## config.mk

```make
export PLATFORM = sky130hd
export DESIGN_NAME = signal_gen_ctrl
export DESIGN_NICKNAME = d
export VERILOG_FILES = /design/src/rtl/signal_pkg.sv /design/src/rtl/seq_divider.sv /design/src/rtl/signal_gen_ctrl.sv
export SDC_FILE = /design/constraint.sdc
export NUM_CORES = 1
export LEC_CHECK = 0
export ABC_CLOCK_PERIOD_IN_PS = 12100
export CAP_MARGIN = 20
export CELL_PAD_IN_SITES_DETAIL_PLACEMENT = 0
export CELL_PAD_IN_SITES_GLOBAL_PLACEMENT = 2
export CORE_MARGIN = 3
export CORE_UTILIZATION = 40
export DETAILED_ROUTE_END_ITERATION = 8
export PLACE_DENSITY_LB_ADDON = 0.1
export SYNTH_ARGS = -nofsm -noshare
export SYNTH_HDL_FRONTEND = slang
export SYNTH_SLANG_ARGS = --single-unit
export TNS_END_PERCENT = 100
```

## constraint.sdc

```tcl
create_clock -name clk -period 12.1 [get_ports clk]
set_input_delay 2.42 -clock clk [delete_from_list [all_inputs] [get_ports clk]]
set_output_delay 2.42 -clock clk [all_outputs]
set_load 0.005 [all_outputs]
```

## src/rtl/signal_pkg.sv

```systemverilog
// Shared types and constants for the square/PWM signal generator.
package signal_pkg;

  typedef enum logic [1:0] {
    IDLE,
    CALC_PER,
    CALC_HIGH,
    RUN
  } state_e;

  localparam logic [7:0] DUTY_MAX  = 8'd100;
  localparam int         DIV_W     = 34;
  localparam int         PER_W_DEF = 26;

endpackage

```

## src/rtl/seq_divider.sv

```systemverilog
// Restoring unsigned divider, one quotient bit per cycle. The first bit is
// resolved on the start edge, so done_o is high in the W-th cycle counted from the start cycle.
module seq_divider
  import signal_pkg::*;
#(
  parameter int W = DIV_W
) (
  input  logic         clk_i,
  input  logic         rst_i,
  input  logic         start_i,
  input  logic [W-1:0] dividend_i,
  input  logic [W-1:0] divisor_i,
  output logic [W-1:0] quotient_o,
  output logic         done_o
);

  localparam int CW = $clog2(W + 1);

  logic [W-1:0]  rem_q, quo_q, dvs_q;
  logic [CW-1:0] cnt_q;
  logic          act_q;

  logic [W-1:0] rem_src, quo_src, dvs_src, rem_nxt, quo_nxt;
  logic [W:0]   shifted;
  logic         ge;

  always_comb begin
    rem_src = start_i ? '0 : rem_q;
    quo_src = start_i ? dividend_i : quo_q;
    dvs_src = start_i ? divisor_i : dvs_q;
    shifted = {rem_src, quo_src[W-1]};
    ge      = (shifted >= {1'b0, dvs_src});
    rem_nxt = ge ? W'(shifted - {1'b0, dvs_src}) : shifted[W-1:0];
    quo_nxt = {quo_src[W-2:0], ge};
  end

  always_ff @(posedge clk_i) begin
    if (rst_i) begin
      rem_q <= '0;
      quo_q <= '0;
      dvs_q <= '0;
      cnt_q <= '0;
      act_q <= 1'b0;
    end else if (start_i) begin
      rem_q <= rem_nxt;
      quo_q <= quo_nxt;
      dvs_q <= divisor_i;
      cnt_q <= CW'(W - 1);
      act_q <= 1'b1;
    end else if (act_q && cnt_q != '0) begin
      rem_q <= rem_nxt;
      quo_q <= quo_nxt;
      cnt_q <= cnt_q - CW'(1);
    end else begin
      act_q <= 1'b0;
    end
  end

  assign quotient_o = quo_q;
  assign done_o     = act_q && (cnt_q == '0);

endmodule

```

## src/rtl/signal_gen_ctrl.sv

```systemverilog
// Square/PWM generator: divides the clock down to a period, splits it by duty,
// then emits a burst of periods (or runs continuously) on sig_out.
//   state     | meaning
//   IDLE      | waiting for start
//   CALC_PER  | divider computes CLK_FREQ / freq
//   CALC_HIGH | divider computes period * duty / 100
//   RUN       | waveform output, one phase timer plus period counter
module signal_gen_ctrl
  import signal_pkg::*;
#(
  parameter int CLK_FREQ = 50_000_000,
  parameter int PER_W    = PER_W_DEF,
  parameter int CNT_W    = 16
) (
  input  logic             clk,
  input  logic             rst,
  input  logic             start,
  input  logic             stop,
  input  logic [25:0]      freq,
  input  logic [7:0]       duty,
  input  logic [CNT_W-1:0] count,
  output logic             sig_out,
  output logic             busy,
  output logic             finish,
  output logic             err,
  output logic [PER_W-1:0] high_time,
  output logic [PER_W-1:0] low_time
);

  state_e             state_q, state_d;
  logic [7:0]         duty_q, duty_d;
  logic [CNT_W-1:0]   count_q, count_d, per_cnt_q, per_cnt_d, cnt_nxt;
  logic [PER_W-1:0]   period_q, period_d, high_q, high_d, low_q, low_d, tmr_q, tmr_d;
  logic               ph_high_q, ph_high_d, first_q, first_d;
  logic               sig_q, sig_d, fin_q, fin_d, err_q, err_d;

  logic               div_start, div_done;
  logic [DIV_W-1:0]   div_a, div_b, div_quo;

  seq_divider #(.W(DIV_W)) u_div (
    .clk_i      (clk),
    .rst_i      (rst),
    .start_i    (div_start),
    .dividend_i (div_a),
    .divisor_i  (div_b),
    .quotient_o (div_quo),
    .done_o     (div_done)
  );

  always_comb begin
    state_d   = state_q;
    duty_d    = duty_q;
    count_d   = count_q;
    period_d  = period_q;
    high_d    = high_q;
    low_d     = low_q;
    tmr_d     = tmr_q;
    per_cnt_d = per_cnt_q;
    ph_high_d = ph_high_q;
    first_d   = first_q;
    sig_d     = sig_q;
    fin_d     = 1'b0;
    err_d     = 1'b0;
    div_start = 1'b0;
    div_a     = '0;
    div_b     = '0;
    cnt_nxt   = per_cnt_q;
    case (state_q)
      IDLE: begin
        if (start) begin
          if (freq == '0) begin
            err_d = 1'b1;
          end else begin
            state_d   = CALC_PER;
            duty_d    = (duty > DUTY_MAX) ? DUTY_MAX : duty;
            count_d   = count;
            div_start = 1'b1;
            div_a     = DIV_W'(CLK_FREQ);
            div_b     = DIV_W'(freq);
          end
        end
      end
      CALC_PER: begin
        if (stop) begin
          state_d = IDLE;
        end else if (div_done) begin
          if (div_quo < DIV_W'(2)) begin
            err_d   = 1'b1;
            state_d = IDLE;
          end else begin
            period_d  = PER_W'(div_quo);
            div_start = 1'b1;
            div_a     = div_quo * DIV_W'(duty_q);
            div_b     = DIV_W'(DUTY_MAX);
            state_d   = CALC_HIGH;
          end
        end
      end
      CALC_HIGH: begin
        if (stop) begin
          state_d = IDLE;
        end else if (div_done) begin
          high_d    = PER_W'(div_quo);
          low_d     = period_q - PER_W'(div_quo);
          tmr_d     = '0;
          per_cnt_d = '0;
          first_d   = 1'b1;
          state_d   = RUN;
        end
      end
      RUN: begin
        if (stop) begin
          sig_d   = 1'b0;
          state_d = IDLE;
        end else if (tmr_q != '0) begin
          tmr_d = tmr_q - PER_W'(1);
        end else if (ph_high_q && !first_q && low_q != '0) begin
          sig_d     = 1'b0;
          ph_high_d = 1'b0;
          tmr_d     = low_q - PER_W'(1);
        end else begin
          // Period boundary; the very first boundary only opens period one.
          cnt_nxt   = first_q ? per_cnt_q : per_cnt_q + CNT_W'(1);
          per_cnt_d = cnt_nxt;
          first_d   = 1'b0;
          if (!first_q && count_q != '0 && cnt_nxt == count_q) begin
            sig_d   = 1'b0;
            fin_d   = 1'b1;
            state_d = IDLE;
          end else if (high_q != '0) begin
            sig_d     = 1'b1;
            ph_high_d = 1'b1;
            tmr_d     = high_q - PER_W'(1);
          end else begin
            sig_d     = 1'b0;
            ph_high_d = 1'b0;
            tmr_d     = low_q - PER_W'(1);
          end
        end
      end
      default: state_d = IDLE;
    endcase
  end

  always_ff @(posedge clk) begin
    if (rst) begin
      state_q   <= IDLE;
      duty_q    <= '0;
      count_q   <= '0;
      period_q  <= '0;
      high_q    <= '0;
      low_q     <= '0;
      tmr_q     <= '0;
      per_cnt_q <= '0;
      ph_high_q <= 1'b0;
      first_q   <= 1'b0;
      sig_q     <= 1'b0;
      fin_q     <= 1'b0;
      err_q     <= 1'b0;
    end else begin
      state_q   <= state_d;
      duty_q    <= duty_d;
      count_q   <= count_d;
      period_q  <= period_d;
      high_q    <= high_d;
      low_q     <= low_d;
      tmr_q     <= tmr_d;
      per_cnt_q <= per_cnt_d;
      ph_high_q <= ph_high_d;
      first_q   <= first_d;
      sig_q     <= sig_d;
      fin_q     <= fin_d;
      err_q     <= err_d;
    end
  end

  assign sig_out   = sig_q;
  assign busy      = (state_q != IDLE);
  assign finish    = fin_q;
  assign err       = err_q;
  assign high_time = high_q;
  assign low_time  = low_q;

endmodule

```

==> results of run 1 <==
-- power breakdown --
group / switching [mW] / leakage [nW] / total, mW / internal (mW)
clock network: 0.421 / 0.613 / 1.12 / 0.695
logic: 0.784 / 8.10 / 1.35 / 0.567
registers: 0.0949 / 2.11 / 1.03 / 0.935
total: 1.30 / 10.8 / 3.50 / 2.20
-- stage by stage --
step	setup slack (ns)	hold slack [ns]	util (%)
after floorplan	4.79	0.417	-
after global placement	3.43	0.436	43.8
after detailed placement	3.30	0.444	43.8
after CTS	3.25	0.454	46.1
after global routing	2.46	0.479	46.1
final	3.28	0.454	46.1
-- metal layers --
layer,up-vias,share of wire (%)
met1,9971,45
met3,95,4.5
li1,9742,-
met4,0,2.1
met5,-,0
met2,452,48
-- synth_stat cells, types with 5 or more instances --
master	n	area share, %
o21bai_1	6	0.20
o32ai_1	6	0.23
xor2_1	70	2.7
o211ai_1	9	0.30
a22o_1	7	0.27
nand2_1	373	6.2
xnor2_1	94	3.6
mux2_2	6	0.30
a2111oi_0	5	0.19
o21a_1	21	0.69
a31o_2	6	0.23
inv_1	252	4.2
nor2_1	212	3.5
a21oi_1	258	5.7
o2111ai_1	8	0.31
nor3_1	68	1.5
and3_1	31	0.85
a31oi_1	20	0.55
or4_1	13	0.43
fa_1	170	15
or3_1	19	0.52
ha_1	107	5.9
nor4_1	39	1.1
nand3_1	33	0.73
and2_1	214	5.9
nand2b_1	16	0.44
dfxtp_1	260	23
o31ai_1	11	0.36
o22ai_1	10	0.28
clkbuf_1	143	2.4
nor2b_1	18	0.50
o21ai_0	102	2.2
buf_2	7	0.15
a22oi_1	38	1.3
o31a_1	6	0.23
a21o_1	37	1.2
buf_1	8	0.13
nand4_1	16	0.44
a211oi_1	37	1.2
a311oi_1	5	0.19
mux2i_1	19	0.84
buf_6	5	0.25
-- logic make-up (layout without fill, tap and decap cells) --
family	after synthesis	after routing	share of synthesized area [%]
compound gates	641	641	17.8
xor+xnor	164	164	6.32
fa+ha+maj	277	277	20.9
buf+inv	419	455	7.19
flops	260	260	22.9
mux	25	25	1.13
simple gates	1095	1095	23.8
-- state kept, by name (all words and copies together) (netlist names), 26 cells and up --
signal            cells
low_time             26
period_q             26
u_div.quotient_o     34
high_time            26
tmr_q                26
u_div.dvs_q          34
u_div.rem_q          34
-- layout make-up --
type | count | area (sq um)
multi-input cells | 2202 | 16000
clock buffers | 48 | 1050
clock inverters | 14 | 195
well taps | 748 | 936
flip-flops and latches | 260 | 5210
repair buffers | 141 | 1330
fillers | 5706 | 30000
inverters | 252 | 946
-- worst max path at each step --
stage	from	end	slack, ns	cells after the start
after floorplan	duty_q[6]	u_div.rem_q[28]	4.79	30
after global placement	duty_q[7]	u_div.rem_q[21]	3.43	29
after detailed placement	duty_q[7]	u_div.rem_q[21]	3.30	29
after CTS	duty_q[7]	u_div.rem_q[21]	3.25	29
after global routing	duty_q[7]	u_div.rem_q[21]	2.46	29
final	duty_q[7]	u_div.rem_q[21]	3.28	29
-- worst reg2reg max path, delay by kind of cell (launching register included) --
kind                     cells  cell delay [ns]
buffers and inverters        3             0.15
XOR/XNOR                     1             0.22
AND/OR/NAND/NOR              5             1.00
AO/OA/AOI/OAI               14             3.77
adder cells (fa/ha/maj)      6             2.66
flip-flops                   1             0.90
==> results.py, run 1 <==
metrics = {
    "setup_path": {
        "r2r_slack_ns": 3.28,
        "cp_max_fo": 41,
        "cp_num_buf_inv": 3,
        "slowest_stage": "dfxtp_1",
        "cp_top_family": "compound AO/OA/AOI/OAI gates",
        "worstPathRequired_ns": 12.52,
        "critical-path-top-cell-by-count": "fa_1",
        "critPathArrivalTime_ns": 9.24,
        "rr_endpoint": "u_div.rem_q[21]",
        "worstRegToRegCells": 29,
        "slowest_delay_ns": 0.90,
        "worst_setup_path_start_kind": "flip-flop",
        "cp-end-kind": "flip-flop",
        "path_class": "reg2reg",
        "r2r-start": "duty_q[7]",
    },
    "finish": {
        "postLayoutCellArea_sq_um": 25600,
        "layout_commonest_cell": "nand2_1",
        "drive_above_1_share_pct": 4.83,
        "layout_common_cells": "nand2_1 (373), dfxtp_1 (259), a21oi_1 (258), inv_1 (252), and2_1 (214)",
        "n_antenna_cell": 0,
        "syn_to_final_growth_pct": 12.7,
        "layout.nets": 3224,
        "instances_no_fill": 3665,
    },
    "pwr": {
        "leakagePower_nw": 10.8,
        "total_power_mw": 3.50,
        "ir_drop_mv": 0.168,
        "power.density_nw_per_um2": 137,
    },
    "yosys": {
        "ys_seq_area_share_pct": 22.9,
        "ys_warn_count": 0,
        "synth_edf_count": 0,
        "netlist_instances": 2881,
        "ys_seq_elements": 260,
        "synthesis.area_sq_um": 22700,
        "avgSynthCellArea_sq_um": 7.89,
        "synthesis.nets": 3212,
        "async_flop_share_pct": 0,
        "synthFlopType": "dfxtp_1",
        "synth_cell_types": 93,
    },
    "detailed_routing": {
        "vias": 20260,
        "viasPerCell": 5.53,
        "drtIter0Drc": 1174,
        "wl_per_cell_microns": 19.6,
        "ant_nets": 0,
        "dr.pass1.iters": 6,
        "drc": 0,
        "routed_wl_mm": 71.7,
    },
    "grt": {
        "grt_max_degree": 82,
        "antenna_found_initial": 0,
        "grt_use_total_pct": 23.9,
        "grt_first_pass_wirelength_mm": 115,
        "use_met1_pct": 32.0,
        "first_global_vias": 20226,
        "busiest_layer": "met2",
        "grt-ovfl-total": 0,
        "grtUsageMet3_pct": 2.81,
        "grt_use_met2_pct": 41.2,
    },
    "floorplan": {
        "io_pins": 110,
        "die_w_microns": 244,
        "die_h_microns": 244,
        "start_util_pct": 40.9,
        "core_area_sq_um": 55600,
        "rows": 86,
        "die_area_sq_um": 59700,
    },
    "sta": {
        "timing.fmax_mhz": 113,
        "drv_slew": 0,
        "finClkSkew_ns": 0.0144,
        "relSlewSlack_pct": 36.1,
        "hold_viol": 0,
        "finalCriticalPeriod_ns": 8.82,
        "rsz0062_at_grt": "no",
        "fin_tns_setup_ns": 0,
        "finalSetupViolations": 0,
        "final.period_utilization_pct": 72.9,
        "tightest_slew_ns": 0.958,
    },
    "clock_tree": {
        "cts_root_buf": "clkbuf_16",
        "clock_sinks": 260,
        "cts-buffers-inserted": 36,
        "cts_resized": 0,
        "cts_tree": "yes",
        "clkSlewWorstSetupHoldPaths_ns": 0.06,
        "ctsHtreeMaxLevel": 2,
        "holdBufCountCts": 0,
        "postCtsSetupRepairBufs": 0,
        "clk_latency_ns": 0.54,
        "cts.path.max_buffers": 3,
    },
    "run": {
        "cap_violations": 0,
    },
    "placement": {
        "dp.cells": 3603,
        "port_buffers": 109,
        "gp_congestion": 0.880,
        "postPlaceCellArea_sq_um": 24400,
        "dp_hpwl_mm": 52.6,
    },
    "outcome": {
        "run_status": "completed",
    },
    "worst_hold_path": {
        "hold_end": "period_q[0]",
        "hold_path.class": "reg2reg",
        "min_from": "period_q[0]",
        "hold_depth": 2,
    },
}
No activity file was read; power rests on OpenSTA's default activity.
==> inputs of run 2 (changes only) <==
- ABC_CLOCK_PERIOD_IN_PS: 12100 -> 8290
- CORE_UTILIZATION: 40 -> 38
- clock period: 12.1 -> 8.29 ns (I/O delays scaled with it)
==> run 2 against run 1 <==
Compared with the run above: clock power up 39%; core utilization is 2.2 points lower; flip-flop and latch count did not move; wire length rose by 1.3%; critical path type unchanged.
==> results.py, run 2 (same netlist as run 1, synthesis figures left out) <==
metrics = {
    "outcome": {
        "run_status": "completed",
    },
    "sta": {
        "finClkSkew_ns": 0.0202,
        "relSlewSlack_pct": 37.3,
        "hold_viol": 0,
        "finalCriticalPeriod_ns": 7.76,
        "drv_slew": 0,
        "rsz0062_at_grt": "no",
        "tightest_slew_ns": 0.932,
        "final.period_utilization_pct": 93.6,
        "finalSetupViolations": 0,
        "timing.fmax_mhz": 129,
    },
    "setup_path": {
        "worstRegToRegCells": 30,
        "slowest_stage": "fa_1",
        "worstPathRequired_ns": 8.71,
        "cp_top_family": "compound AO/OA/AOI/OAI gates",
        "worst_setup_path_start_kind": "flip-flop",
        "critPathArrivalTime_ns": 8.18,
        "startpoint": "duty_q[7]",
        "cp-endpoint": "u_div.rem_q[0]",
        "slowest_delay_ns": 0.56,
        "rr_endpoint": "u_div.rem_q[0]",
        "cp_max_fo": 15,
        "cp-end-kind": "flip-flop",
        "cp_num_buf_inv": 5,
        "r2r-start": "duty_q[7]",
        "crit_cells": 30,
        "critical-path-top-cell-by-count": "fa_1",
        "r2r_slack_ns": 0.53,
        "path_class": "reg2reg",
    },
    "finish": {
        "n_antenna_cell": 0,
        "layout.nets": 3266,
        "layout_common_cells": "nand2_1 (373), a21oi_1 (257), inv_1 (252), dfxtp_1 (252), and2_1 (214)",
        "layout_commonest_cell": "nand2_1",
        "drive_above_1_share_pct": 6.23,
        "final_util_pct": 43.8,
        "instances_no_fill": 3728,
        "nFillCells": 5934,
        "syn_to_final_growth_pct": 14.0,
    },
    "clock_tree": {
        "holdBufCountCts": 0,
        "cts_tree": "yes",
        "cts-buffers-inserted": 34,
        "ctsHtreeMaxLevel": 2,
        "clock_sinks": 260,
        "clkSlewWorstSetupHoldPaths_ns": 0.06,
        "clk_latency_ns": 0.54,
        "cts.path.max_buffers": 3,
        "cts_root_buf": "clkbuf_16",
    },
    "grt": {
        "antenna_found_initial": 1,
        "first_global_vias": 20793,
        "grt_max_degree": 78,
        "grt_use_total_pct": 23.2,
        "grt_first_pass_wirelength_mm": 117,
        "grt-ovfl-total": 0,
    },
    "worst_hold_path": {
        "hold_path.class": "reg2reg",
    },
    "placement": {
        "dp.cells": 3672,
        "port_buffers": 109,
        "dp_hpwl_mm": 54.7,
        "gp_congestion": 0.902,
    },
    "detailed_routing": {
        "routed_wl_mm": 72.6,
        "dr.pass1.iters": 5,
        "vias": 20236,
        "ant_nets": 0,
        "wl_per_cell_microns": 19.5,
        "drc": 0,
        "viasPerCell": 5.43,
        "drtIter0Drc": 940,
    },
    "floorplan": {
        "core_area_sq_um": 59100,
        "rows": 89,
        "die_w_microns": 251,
        "io_pins": 110,
        "die_h_microns": 251,
        "die_area_sq_um": 62800,
        "start_util_pct": 38.4,
    },
    "pwr": {
        "ir_drop_mv": 0.181,
        "leakagePower_nw": 11.0,
        "power.density_nw_per_um2": 198,
    },
    "run": {
        "cap_violations": 0,
    },
}
run 2: cell count changes in the layout (fill, tap and decap cells not counted), moves of 3 or more:
cell | previous run | this run
buf_4 | 32 | 75
dfxtp_1 | 259 | 252
clkbuf_1 | 4 | 8
clkinv_2 | 5 | 2
dfxtp_4 | 0 | 5
clkbuf_16 | 38 | 35
run 2: layer usage:
layer	wire length [microns]	global-route usage [%]	share of wire, %
met5	0	0	0
met4	1590	5.90	2.2
met3	2770	2.80	3.8
met2	34600	39.8	48
met1	33600	31.2	46
run 2: worst min-delay path by stage:
stage / start / end / cells past startpoint
2_1_floorplan: u_div.rem_q[18] / u_div.rem_q[18] / 2
3_3_place_gp: u_div.rem_q[18] / u_div.rem_q[18] / 2
3_5_place_dp: u_div.rem_q[3] / u_div.rem_q[3] / 2
4_1_cts: u_div.rem_q[3] / u_div.rem_q[3] / 2
5_1_grt: sig_out / sig_out / 2
6_report: u_div.rem_q[3] / u_div.rem_q[3] / 2
run 2: worst register-to-register path: cells and delay by family (launching register included):
kind	cells	cell delay, ns
buffers and inverters	5	0.57
adder cells (fa/ha/maj)	6	2.67
XOR/XNOR	1	0.19
flip-flops	1	0.47
AND/OR/NAND/NOR	3	0.45
AO/OA/AOI/OAI	15	3.30
run 2: metrics by stage:
stage	setup TNS, ns	setup slack, ns	total power [mW]	instance area (sq um)	hold WS [ns]
2_1_floorplan	0	0.976	3.03	22700	0.417
3_3_place_gp	0	0.116	3.58	24700	0.435
3_5_place_dp	-0.0742	-0.0408	3.59	24700	0.440
4_1_cts	0	0.00957	5.19	25900	0.448
5_1_grt	0	0.0851	5.49	25900	0.475
6_report	0	0.527	5.14	25900	0.448
run 2: timing repair:
action / in CTS / in global routing
gates resized for setup: 4 / 13
buffers inserted: 0 / 0
setup endpoints to repair: 3 / 35
run 2: area by class of cell:
class / instances / area [sq um] / share of cell area, %
clock buffers: 48 / 975 / 3.76
clock inverters: 8 / 169 / 0.652
inverters: 252 / 946 / 3.65
multi-input cells: 2202 / 16000 / 61.6
flip-flops and latches: 260 / 5230 / 20.2
well taps: 773 / 967 / 3.73
repair buffers: 185 / 1680 / 6.46
run 2: power by group:
part / internal [mW] / leakage, nW / switching [mW]
clock network: 0.970 / 0.560 / 0.594
logic: 0.910 / 8.34 / 1.19
registers: 1.36 / 2.12 / 0.104
total: 3.24 / 11.0 / 1.89
